--- config.mk ---
export PLATFORM = sky130hd
export DESIGN_NAME = rsa_modexp_ctrl
export DESIGN_NICKNAME = d
export VERILOG_FILES = /design/src/rtl/rsa_modexp_ctrl.sv
export SDC_FILE = /design/constraint.sdc
export NUM_CORES = 1
export LEC_CHECK = 0
export ABC_AREA = 1
export BUFFER_PORTS_ARGS = -buffer_cell sky130_fd_sc_hd__buf_2
export CORE_ASPECT_RATIO = 1.2
export CORE_UTILIZATION = 50
export DETAILED_ROUTE_END_ITERATION = 6
export PLACE_DENSITY_LB_ADDON = 0.12
export REMOVE_ABC_BUFFERS = 1
export SYNTH_ARGS = -nofsm -noshare
export SYNTH_HDL_FRONTEND = slang
export SYNTH_SLANG_ARGS = --single-unit
--- constraint.sdc ---
create_clock -name clk -period 5.01 [get_ports clk]
set_input_delay 0 -clock clk [delete_from_list [all_inputs] [get_ports clk]]
set_output_delay 0 -clock clk [all_outputs]
set_load 0.01 [all_outputs]
--- src/rtl/rsa_modexp_ctrl.sv ---
// Left-to-right square-and-multiply sequencer for RSA modular exponentiation.
// Drives a shared modular multiplier over a req/done handshake; holds no operand data.
module rsa_modexp_ctrl #(
  parameter int EXP_W = 32,
  parameter int IDX_W = $clog2(EXP_W)
) (
  input  logic             clk,
  input  logic             rst,
  input  logic             start,
  input  logic             abort,
  input  logic [EXP_W-1:0] exp,
  output logic             mm_req,
  output logic             mm_sel,
  input  logic             mm_done,
  output logic             load_one,
  output logic [IDX_W-1:0] bit_idx,
  output logic             busy,
  output logic             done
);

  typedef enum logic [2:0] {
    S_IDLE = 3'd0,
    S_INIT = 3'd1,
    S_SCAN = 3'd2,
    S_SQR  = 3'd3,
    S_MUL  = 3'd4,
    S_NEXT = 3'd5,
    S_DONE = 3'd6
  } state_t;

  localparam logic [IDX_W-1:0] IDX_MSB  = IDX_W'(EXP_W - 1);
  localparam logic [IDX_W-1:0] IDX_ZERO = {IDX_W{1'b0}};
  localparam logic [IDX_W-1:0] IDX_ONE  = IDX_W'(1);

  state_t             state_r;
  state_t             next_state_s;
  logic               start_d_r;
  logic [EXP_W-1:0]   exp_q_r;
  logic [EXP_W-1:0]   exp_q_nxt_s;
  logic [IDX_W-1:0]   idx_r;
  logic [IDX_W-1:0]   idx_nxt_s;
  logic               launch_s;
  logic               cur_bit_s;
  logic               idx_zero_s;

  logic               mm_req_s, mm_sel_s, load_one_s, busy_s, done_s;
  logic               mm_req_r, mm_sel_r, load_one_r, busy_r, done_r;

  assign launch_s   = start & ~start_d_r;
  assign cur_bit_s  = exp_q_r[idx_r];
  assign idx_zero_s = (idx_r == IDX_ZERO);

  // Start history for the rising-edge detector, sampled every cycle.
  always_ff @(posedge clk or negedge rst) begin
    if (!rst) begin
      start_d_r <= 1'b0;
    end else begin
      start_d_r <= start;
    end
  end

  // State, latched exponent and bit index registers.
  always_ff @(posedge clk or negedge rst) begin
    if (!rst) begin
      state_r <= S_IDLE;
      exp_q_r <= {EXP_W{1'b0}};
      idx_r   <= IDX_ZERO;
    end else begin
      state_r <= next_state_s;
      exp_q_r <= exp_q_nxt_s;
      idx_r   <= idx_nxt_s;
    end
  end

  // Next-state logic; abort overrides everything outside IDLE, including mm_done.
  always_comb begin
    next_state_s = state_r;
    exp_q_nxt_s  = exp_q_r;
    idx_nxt_s    = idx_r;
    if ((state_r != S_IDLE) && abort) begin
      next_state_s = S_IDLE;
    end else begin
      case (state_r)
        S_IDLE: begin
          if (launch_s) begin
            next_state_s = S_INIT;
            exp_q_nxt_s  = exp;
            idx_nxt_s    = IDX_MSB;
          end else begin
            next_state_s = S_IDLE;
          end
        end
        S_INIT: next_state_s = S_SCAN;
        S_SCAN: begin
          // Leading zeros are skipped without touching the multiplier.
          if (cur_bit_s) begin
            next_state_s = S_SQR;
          end else if (idx_zero_s) begin
            next_state_s = S_DONE;
          end else begin
            idx_nxt_s = idx_r - IDX_ONE;
          end
        end
        S_SQR: begin
          if (mm_done) begin
            next_state_s = cur_bit_s ? S_MUL : S_NEXT;
          end else begin
            next_state_s = S_SQR;
          end
        end
        S_MUL: begin
          if (mm_done) begin
            next_state_s = S_NEXT;
          end else begin
            next_state_s = S_MUL;
          end
        end
        S_NEXT: begin
          if (idx_zero_s) begin
            next_state_s = S_DONE;
          end else begin
            next_state_s = S_SQR;
            idx_nxt_s    = idx_r - IDX_ONE;
          end
        end
        S_DONE:  next_state_s = S_IDLE;
        default: next_state_s = S_IDLE;
      endcase
    end
  end

  // Output decode from the upcoming state so the registered outputs track state_r.
  always_comb begin
    mm_req_s   = 1'b0;
    mm_sel_s   = 1'b0;
    load_one_s = 1'b0;
    busy_s     = 1'b1;
    done_s     = 1'b0;
    case (next_state_s)
      S_IDLE:  busy_s     = 1'b0;
      S_INIT:  load_one_s = 1'b1;
      S_SCAN:  busy_s     = 1'b1;
      S_SQR:   mm_req_s   = 1'b1;
      S_MUL: begin
        mm_req_s = 1'b1;
        mm_sel_s = 1'b1;
      end
      S_NEXT:  busy_s     = 1'b1;
      S_DONE:  done_s     = 1'b1;
      default: busy_s     = 1'b0;
    endcase
  end

  // Output registers.
  always_ff @(posedge clk or negedge rst) begin
    if (!rst) begin
      mm_req_r   <= 1'b0;
      mm_sel_r   <= 1'b0;
      load_one_r <= 1'b0;
      busy_r     <= 1'b0;
      done_r     <= 1'b0;
    end else begin
      mm_req_r   <= mm_req_s;
      mm_sel_r   <= mm_sel_s;
      load_one_r <= load_one_s;
      busy_r     <= busy_s;
      done_r     <= done_s;
    end
  end

  assign mm_req   = mm_req_r;
  assign mm_sel   = mm_sel_r;
  assign load_one = load_one_r;
  assign busy     = busy_r;
  assign done     = done_r;
  assign bit_idx  = idx_r;

endmodule
# ---- Yosys cells after proc, flatten, opt, wreduce, memory -nomap -nowiden
# Cells that the tools add are included.
dict set report op_classes {
  add_sub_neg 1
  multipliers 0
  div_mod_pow 0
  magnitude_cmp 1
  n_eq_ne 13
  shift 0
  mux 20
  n_bitwise 3
  reduce_logical 9
}
# cell count
set ops {}
lappend ops {{$pmux W3 S6} 1}
lappend ops {{$eq A3 B3 Y1 const B} 5}
lappend ops {{$mux W3} 5}
lappend ops {{$mux W5} 3}
lappend ops {{$pmux W5 S3} 1}
lappend ops {{$eq A3 B2 Y1 const B} 4}
lappend ops {{$mux W1} 9}
lappend ops {{$eq A3 B1 Y1 const B} 2}
lappend ops {{$lt A5 B6 Y1 const B} 1}
lappend ops {{$reduce_bool A3 Y1} 2}
lappend ops {{$reduce_or A6 Y1} 1}
lappend ops {{$bmux W1 S5} 1}
lappend ops {{$logic_not A5 Y1} 1}
lappend ops {{$sub A5 B1 Y5 const B} 1}
lappend ops {{$ne A2 B2 Y1 const B} 2}
lappend ops {{$reduce_and A4 Y1} 1}
lappend ops {{$logic_not A3 Y1} 1}
lappend ops {{$reduce_and A3 Y1} 1}
lappend ops {{$not A1 Y1} 2}
lappend ops {{$reduce_or A2 Y1} 1}
lappend ops {{$and A1 B1 Y1} 1}
lappend ops {{$logic_and A1 B1 Y1} 1}
dict set report word_totals {
  reg_bits 46
  latch_bits 0
  ramBits 0
  mem_bits_ro 0
  inputBits 37
  output_inout_bits 10
  wordCells 56
  memories 0
}

# ---- Logic depth before layout (Yosys ltp)
# Gate-level depths: netlist of run 1.
dict set report depth {
  word_depth 9
  mapped_depth 13
  mapped_depth_nobuf 13
}

# ---- Least setup slack after synthesis of run 1
# No wires, ideal clock.
dict set report synth_path {
  kind {flip-flop to flip-flop}
  start {reg idx_r[0] (netlist: bit_idx[0])}
  end {reg done_r (netlist: done)}
  arrival_ns 1.609
  setup_slack_ns 3.329
  stages_incl_launch_ff 10
  period_less_slack_ns 1.681
  cell_sequence {dfrtp_1 > inv_2 > buf_12 > ha_1 > nand3_1 > a221oi_1 > nand2_2 > a21oi_4 > nand2_2 > nor2_1}
}
dict set report synth_between {
  elab_chain_len 8
  elab_cells_between_ends 12
  cone_classes {eq/ne (1); mux (10); reduce/logical (1)}
}
# element line
set synth_rtl {}
lappend synth_rtl {{start: declaration} 40} ;# logic [IDX_W-1:0] idx_r;
lappend synth_rtl {{start signal: assignment} 71} ;# idx_r <= idx_nxt_s;
lappend synth_rtl {{$bmux W1 S5} 50} ;# assign cur_bit_s = exp_q_r[idx_r];
lappend synth_rtl {{$mux W1 (not written as such)} 50}
lappend synth_rtl {{$mux W1} 106} ;# next_state_s = cur_bit_s ? S_MUL : S_NEXT;
lappend synth_rtl {{$mux W3} 105} ;# if (mm_done) begin
lappend synth_rtl {{$pmux W3 S6 *} 83} ;# case (state_r)
lappend synth_rtl {{$mux W3 *} 80} ;# if ((state_r != S_IDLE) && abort) begin
lappend synth_rtl {{$eq A3 B3 Y1 *} 139} ;# case (next_state_s)
lappend synth_rtl {{$mux W1 *} 139}
lappend synth_rtl {{named net done_s} 46} ;# logic mm_req_s, mm_sel_s, load_one_s, busy_s, done_s;
lappend synth_rtl {{end signal: assignment} 167} ;# done_r <= done_s;
lappend synth_rtl {{end: declaration} 47} ;# logic mm_req_r, mm_sel_r, load_one_r, busy_r, done_r;
# Mark *: on every way through the listed nets, which the timed path passes. The rest lies on a longest branch. The select of a mux whose other input is x is not followed.
# A chain may end at the register's enable or synchronous reset.

# ---- Worst setup path after layout of run 1
dict set report layout_path {
  start {reg idx_r[0] (netlist: bit_idx[0])}
  end {reg idx_r[1] (netlist: bit_idx[1])}
}
dict set report layout_between {
  elab_chain_len 4
  elab_cells_between_ends 9
  cone_classes {add/sub (1); eq/ne (1); mux (5); reduce/logical (2)}
}
# element line
set layout_rtl {}
lappend layout_rtl {{$bmux W1 S5 (tied with other cells)} 50}
lappend layout_rtl {{$mux W1 (not written as such) / $mux W5 (equally long branches)} {50, 98, 119}}
lappend layout_rtl {{$ne A2 B2 Y1 (no line) / $mux W5 (equally long branches)} -}
lappend layout_rtl {{$reduce_and A4 Y1 (no line) / $pmux W5 S3 (equally long branches)} -}
# Parallel ways exist; a longest one is shown, timed or not. The select of a mux whose other input is x is not followed.

==> results.yml, run 1 <==
floorplanning:
  core_area_um2: 4628
  dieArea_um2: 5115
  initial_core_util_pct: 52.20
  die_x_um: 65.46
  fp.dieH_um: 78.15
  ioPinCount: 47
  rows: 27
sta:
  skew_ps: 6.447
  timing.final.crit_share_pct: 48.47
  hold_viol_final: 0
  finalMaxSlewViolations: 0
  fin_tns_setup_ps: 0
  max_slew.worst_pin.slew_ps: 988.5
  setup_viol: 0
  fin_crit_ps: 2428
  max_freq_ghz: 0.4118
  whs_ps: 46.84
  rsz0062_at_grt: "no"
  layout_setup_ws_ps: 2582
  slew_headroom_pct: 34.10
setup_path:
  setup.worst_path.start: "bit_idx[0]"
  path_cells: "inv_2, ha_1, nand3_1, nor2_1, a211oi_2, nand2_2, nor2_1, a22oi_1"
  criticalPathCategory: "register to register"
  rr_startpoint: "bit_idx[0]"
  critPathSlowestCell: "dfrtp_1"
  cp-start-kind: "register"
  crit_fanout: 22
  critPathMaxStageDelay_ps: 800
  cp-end-kind: "register"
  cp.arrival_ps: 2600
  crit_top_cell: "nor2_1"
  rr_worst_depth: 8
  crit_required_ps: 5180
power:
  p_per_area_nw_per_um2: 526.4
  combPwrFrac_pct: 46.2
  report.power.total_mw: 1.622
  seqPwrFrac_pct: 39.7
  p_leak_nw: 1.569
  swShare_pct: 43.27
  ir_drop_v: 0.0002608
  clock_power_share_pct: 14.1
  internal_power_uw: 920.2
  switching_power_uw: 702.0
hold_path:
  hold_path_depth: 4
  hold_path.class: "input port to register"
  min_from: "abort"
finish:
  final_nets: 410
  layout-drive-gt1-share_pct: 25.00
  antenna_cells: 0
  syn_to_final_growth_pct: 27.55
  nFillCells: 401
drt:
  drt-initial-drc-count: 105
  via_count: 2071
  routed_wirelength_um: 4992
  drtPass1Iterations: 4
  drcViolationCount: 0
  ant_nets: 0
  via_per_inst: 4.816
  detail_route.wl_per_cell_um: 11.61
global_routing:
  antenna_found_initial: 0
  grt_max_degree: 53
  first_global_vias: 2038
  grtUsageTotal_pct: 22.90
  grt-ovfl-total: 0
  grt_pass1_wl_um: 8907
yosys:
  syn_inst: 294
  ys_ff_latch: 46
  synth_edf_count: 0
  yosys_warnings: 0
  synth-seq-area-share_pct: 47.64
  synth_top_area_share_pct: 47.64
  yosysTopAreaCell: "dfrtp_1"
  synth_ff_type: "dfrtp_1"
  yosys-top-cells-count: "91 x nand2_1, 46 x dfrtp_1, 32 x inv_1"
  syn_area_per_cell_um2: 8.218
  synth_most_common_cell: "nand2_1"
  ys_async_sr_fraction_pct: 100.0
  synth_area_leaders: "dfrtp_1 48%, nand2_1 14%, inv_1 5.0%"
  synthDistinctLibCells: 33
  netlist_area_um2: 2416
placement:
  port_buffers: 46
  hpwl_um: 3261
  pre_cts_ws_ps: 2583
  place.gp.congestion: 0.8142
cts:
  cts_tree: "built"
  ctsResizeCount: 0
  cts_buffers: 5
  clock_sinks: 46
  cts_root_buffer: "clkbuf_8"
  postCtsSetupRepairBufs: 0
  clock_latency_ps: 300
  htreeDepth: 2
  clockBufferDepth: 2
  holdBufCountCts: 34
  clk_pin_slew_ps: 80
run:
  cap_viol_max_count: 0
status:
  status: "completed"
[power groups by stage]
stage               Combinational (mW)  Clock, mW  Sequential [mW]
global placement                 0.717          0            0.645
finish                           0.750      0.229            0.643
detailed placement               0.732          0            0.649
global route                     0.859      0.254            0.666
CTS                              0.754      0.238            0.643
floorplan                        0.559          0            0.633
[worst max-delay path: cells and delay by family (launching register included)]
kind                       cells  cell delay (ps)
adders and majority gates      1              310
buffers and inverters          1              370
AOI/OAI and AO/OA              2              320
DFF                            1              800
and+or+nand+nor                4              490
[area by class of cell]
class                           instances  area, um^2  share of cell area, %
Clock buffer                            7       86.33                  2.801
Sequential cell                        46        1151                  37.35
Inverter                               39       148.9                  4.832
Multi-Input combinational cell        199        1047                  33.98
Timing Repair Buffer                   80       570.5                  18.51
Tap cell                               58       72.57                  2.355
Clock inverter                          1       5.005                 0.1624
[cells by family after synthesis]
logic type               Yosys count  synth area share (%)
buffers and inverters             49                 9.011
flip-flops                        46                 47.64
adder cells (fa/ha/maj)            2                 1.036
AO/OA/AOI/OAI                     37                 10.15
AND/OR/NAND/NOR                  160                 32.16
[path summary, 6_finish.rpt]
path,end,slack (ps)
hold / removal,state_r[0],50
max in group asynchronous,state_r[2],4000
setup reg to reg,bit_idx[1],2580
hold reg to reg,exp_q_r[23],490
setup / recovery,bit_idx[1],2580
min in group asynchronous,load_one,390
[sequential cells by signal, indices dropped and copies added (netlist names)]
register / flops
exp_q_r: 32
bit_idx: 5
load_one: 1
done: 1
state_r: 3
start_d_r: 1
mm_req: 1
busy: 1
mm_sel: 1
[metal layers]
metal  part of all wire [%]  up-vias  track usage [%]
met5                      0        -                0
met4                    1.5        0            8.696
met3                    3.9        8            5.087
met2                     48       50            38.76
met1                     46      935            28.03
li1                       -     1078                -
[placed cells by master (no fill, tap or decap), types with 2 or more instances in the layout]
master,instances
nand2_4,5
clkbuf_8,6
nor3_1,3
dfrtp_1,46
nor2_1,14
o21ai_0,18
dlygate4sd3_1,34
nand2_1,91
inv_1,32
inv_2,5
a21oi_4,2
a21oi_2,2
nand3_1,23
nor2_2,5
nand3_2,8
ha_1,2
o21ai_1,5
nand2_2,8
buf_2,46
o211ai_1,3
[metrics by stage]
step,area [um^2],cells,utilization (%)
after floorplan,2347,284,-
after global placement,2650,388,57.26
after detailed placement,2650,388,57.26
after CTS,3082,430,66.59
after global routing,3082,430,66.59
final,3082,430,66.59
No activity file was read; power rests on OpenSTA's default activity.
==> inputs of run 2 (changes only) <==
--- a/config.mk
+++ b/config.mk
@@ -5,10 +5,10 @@
 export SDC_FILE = /design/constraint.sdc
 export NUM_CORES = 1
 export LEC_CHECK = 0
-export ABC_AREA = 1
+export ABC_AREA = 0
 export BUFFER_PORTS_ARGS = -buffer_cell sky130_fd_sc_hd__buf_2
 export CORE_ASPECT_RATIO = 1.2
-export CORE_UTILIZATION = 50
+export CORE_UTILIZATION = 49
 export DETAILED_ROUTE_END_ITERATION = 6
 export PLACE_DENSITY_LB_ADDON = 0.12
 export REMOVE_ABC_BUFFERS = 1
==> constraint.sdc (replaced) <==
create_clock -name clk -period 2.1 [get_ports clk]
set_input_delay 0 -clock clk [delete_from_list [all_inputs] [get_ports clk]]
set_output_delay 0 -clock clk [all_outputs]
set_load 0.01 [all_outputs]
==> run 2 against run 1 <==
Compared with the run above:
- the flow now finishes with violations (setup timing)
- global-route usage rose by 2.2 points
- die area fell by 0.58%
- register-to-register slack got worse by 2800 ps
- setup slack got worse by 2800 ps
- critical path depth fell by 1
- clock skew rose by 0.89 ps
- combinational power rose by 120%
- first-iteration DRC count rose by 2.9%
- via count fell by 5.3%
- sequential share of layout area fell by 3.3 points
- critical path type unchanged
- largest power group unchanged
- highest routed layer unchanged
==> results.yml, run 2 <==
global_routing:
  grtUsageTotal_pct: 25.14
  grt-ovfl-total: 0
  first_global_vias: 2043
  antenna_found_initial: 0
  grt_pass1_wl_um: 9563
  grt_max_degree: 37
placement:
  place.gp.congestion: 0.9116
  hpwl_um: 3790
  pre_cts_ws_ps: -224.4
  port_buffers: 46
setup_path:
  crit_required_ps: 2270
  cp.arrival_ps: 2500
  cp-start-kind: "register"
  cp-end-kind: "register"
  criticalPathCategory: "register to register"
  crit_fanout: 7
sta:
  rsz0062_at_grt: "yes"
  finalMaxSlewViolations: 0
  layout_setup_ws_ps: -229.4
  fin_tns_setup_ps: -1457
  max_slew.worst_pin.slew_ps: 553.2
  slew_headroom_pct: 63.12
  hold_viol_final: 0
  whs_ps: 230.3
  max_freq_ghz: 0.4293
  fin_crit_ps: 2329
  setup_viol: 10
  timing.final.crit_share_pct: 110.9
  skew_ps: 7.341
drt:
  drcViolationCount: 0
  drtPass1Iterations: 5
  routed_wirelength_um: 5824
  ant_nets: 0
  via_count: 1962
  drt-initial-drc-count: 108
  via_per_inst: 5.496
  detail_route.wl_per_cell_um: 16.31
floorplanning:
  ioPinCount: 47
  fp.dieH_um: 77.92
  rows: 27
  initial_core_util_pct: 51.23
  core_area_um2: 4594
  dieArea_um2: 5085
  die_x_um: 65.27
cts:
  clockBufferDepth: 2
  clock_sinks: 46
  cts_buffers: 5
  htreeDepth: 2
  clk_pin_slew_ps: 80
  cts_tree: "built"
  clock_latency_ps: 290
  cts_root_buffer: "clkbuf_8"
power:
  swShare_pct: 33.31
  combPwrFrac_pct: 44.4
  report.power.total_mw: 3.651
  p_per_area_nw_per_um2: 1080
  internal_power_mw: 2.435
  ir_drop_v: 0.0007340
  seqPwrFrac_pct: 40.8
  p_leak_nw: 1.552
  clock_power_share_pct: 14.8
  switching_power_mw: 1.216
yosys:
  netlist_area_um2: 2354
  ys_ff_latch: 46
  synth_area_leaders: "dfrtp_1 49%, mux2_2 16%, mux2i_1 4.7%"
  synthMuxAreaShare_pct: 24.61
  yosys_warnings: 0
  synthDistinctLibCells: 44
  ys_async_sr_fraction_pct: 100.0
  synth-adder-area-share_pct: 1.063
  synth-seq-area-share_pct: 48.91
  syn_area_per_cell_um2: 12.45
  synth_top_family_by_area: "multiplexers"
  synthXorXnorAreaFrac_pct: 0
  synth_most_common_cell: "dfrtp_1"
  syn_inst: 189
  synth_compound_area_share_pct: 11.16
  synth-simple-area-share_pct: 10.63
  yosys-top-cells-count: "46 x dfrtp_1, 33 x mux2_2, 11 x mux2i_1"
  synth_top_area_share_pct: 48.91
  yosysTopAreaCell: "dfrtp_1"
  synth_edf_count: 0
  synth_ff_type: "dfrtp_1"
finish:
  syn_to_final_growth_pct: 43.59
  final_common_cell: "buf_2"
  layout-drive-gt1-share_pct: 46.49
  nFillCells: 314
  final_nets: 337
  final_cell_mix: "46 x buf_2, 45 x dfrtp_1, 35 x dlygate4sd3_1, 33 x mux2_2, 28 x buf_4"
  antenna_cells: 0
  postLayoutCoreUtil_pct: 73.56
  regMostFlops: "exp_q_r"
  largest_reg_flops: 32
status:
  violations: "setup timing"
  status: "complete, but fails checks"
hold_path:
  hold_path.class: "input port to async pin"
run:
  cap_viol_max_count: 0
[run 2: cell types whose count changed after synthesis, moves of 6 or more]
cell	before	now
nand3_1	23	1
nand3_2	8	0
nand2_2	8	0
nand2_1	91	9
mux2i_1	0	11
inv_1	32	7
nor2_1	14	8
o21ai_0	18	1
mux2_2	0	33
a21oi_1	1	8
[run 2: layout make-up]
type                       count  area (um^2)  share of cell area [%]
multi-input combinational    125         1192                   35.28
sequential                    46         1152                   34.10
timing repair buffer         113        844.6                   24.99
clock buffer                   7        86.33                   2.555
tap                           58        72.57                   2.147
inverter                       7        26.28                  0.7775
clock inverter                 1        5.005                  0.1481
[run 2: stage by stage]
stage	std cells	instance area [um^2]
after floorplan	178	2295
after global placement	303	2776
after detailed placement	303	2776
after CTS	357	3374
after global routing	357	3379
final	357	3379
[run 2: power by group through the flow]
stage               clock network (mW)  logic (mW)  registers, mW
floorplan                            0       0.939           1.46
global placement                     0        1.29           1.49
detailed placement                   0        1.35           1.51
CTS                              0.551        1.59           1.49
global route                     0.594        1.74           1.54
finish                           0.541        1.62           1.49
[run 2: what timing repair did]
item / 4_1_cts / 5_1_grt
hold endpoints to repair: 58 / 0
setup buffers: 11 / 0
setup endpoints to repair: 10 / 10
pin swaps: 8 / 3
gates resized for setup: 19 / 2
hold buffers: 35 / 0
[run 2: path summary, 6_finish.rpt]
path	startpoint	end	slack [ps]	cells after the start
max	bit_idx[1]	bit_idx[2]	-230	7
min	rst	exp_q_r[1]	230	2
max reg2reg	bit_idx[1]	bit_idx[2]	-230	7
min reg2reg	exp_q_r[30]	exp_q_r[30]	510	1
max in group asynchronous	rst	state_r[2]	1200	3
min in group clk	mm_done	state_r[1]	300	4
[run 2: layer usage]
| layer | track usage [%] | vias up | routed length [um] |
|---|---|---|---|
| met5 | 0 | - | 0 |
| met4 | 10.00 | 0 | 144 |
| li1 | - | 917 | - |
| met3 | 5.147 | 22 | 216 |
| met2 | 44.95 | 64 | 3091 |
| met1 | 28.57 | 959 | 2372 |
[run 2: cell families (layout without fill, tap and decap cells)]
group                    Yosys count  in the layout
AO/OA/AOI/OAI                     33             33
multiplexers                      48             48
AND/OR/NAND/NOR                   42             42
buffers and inverters             18            128
flip-flops                        46             46
adder cells (fa/ha/maj)            2              2
[run 2: worst max-delay path, cell delays in order, from the launching register on]
cell	delay, ps
dfrtp_2	440
buf_4	160
mux4_2	520
a2bb2oi_2	160
nand4_1	180
a41oi_4	190
o21ai_1	180
or3b_1	380
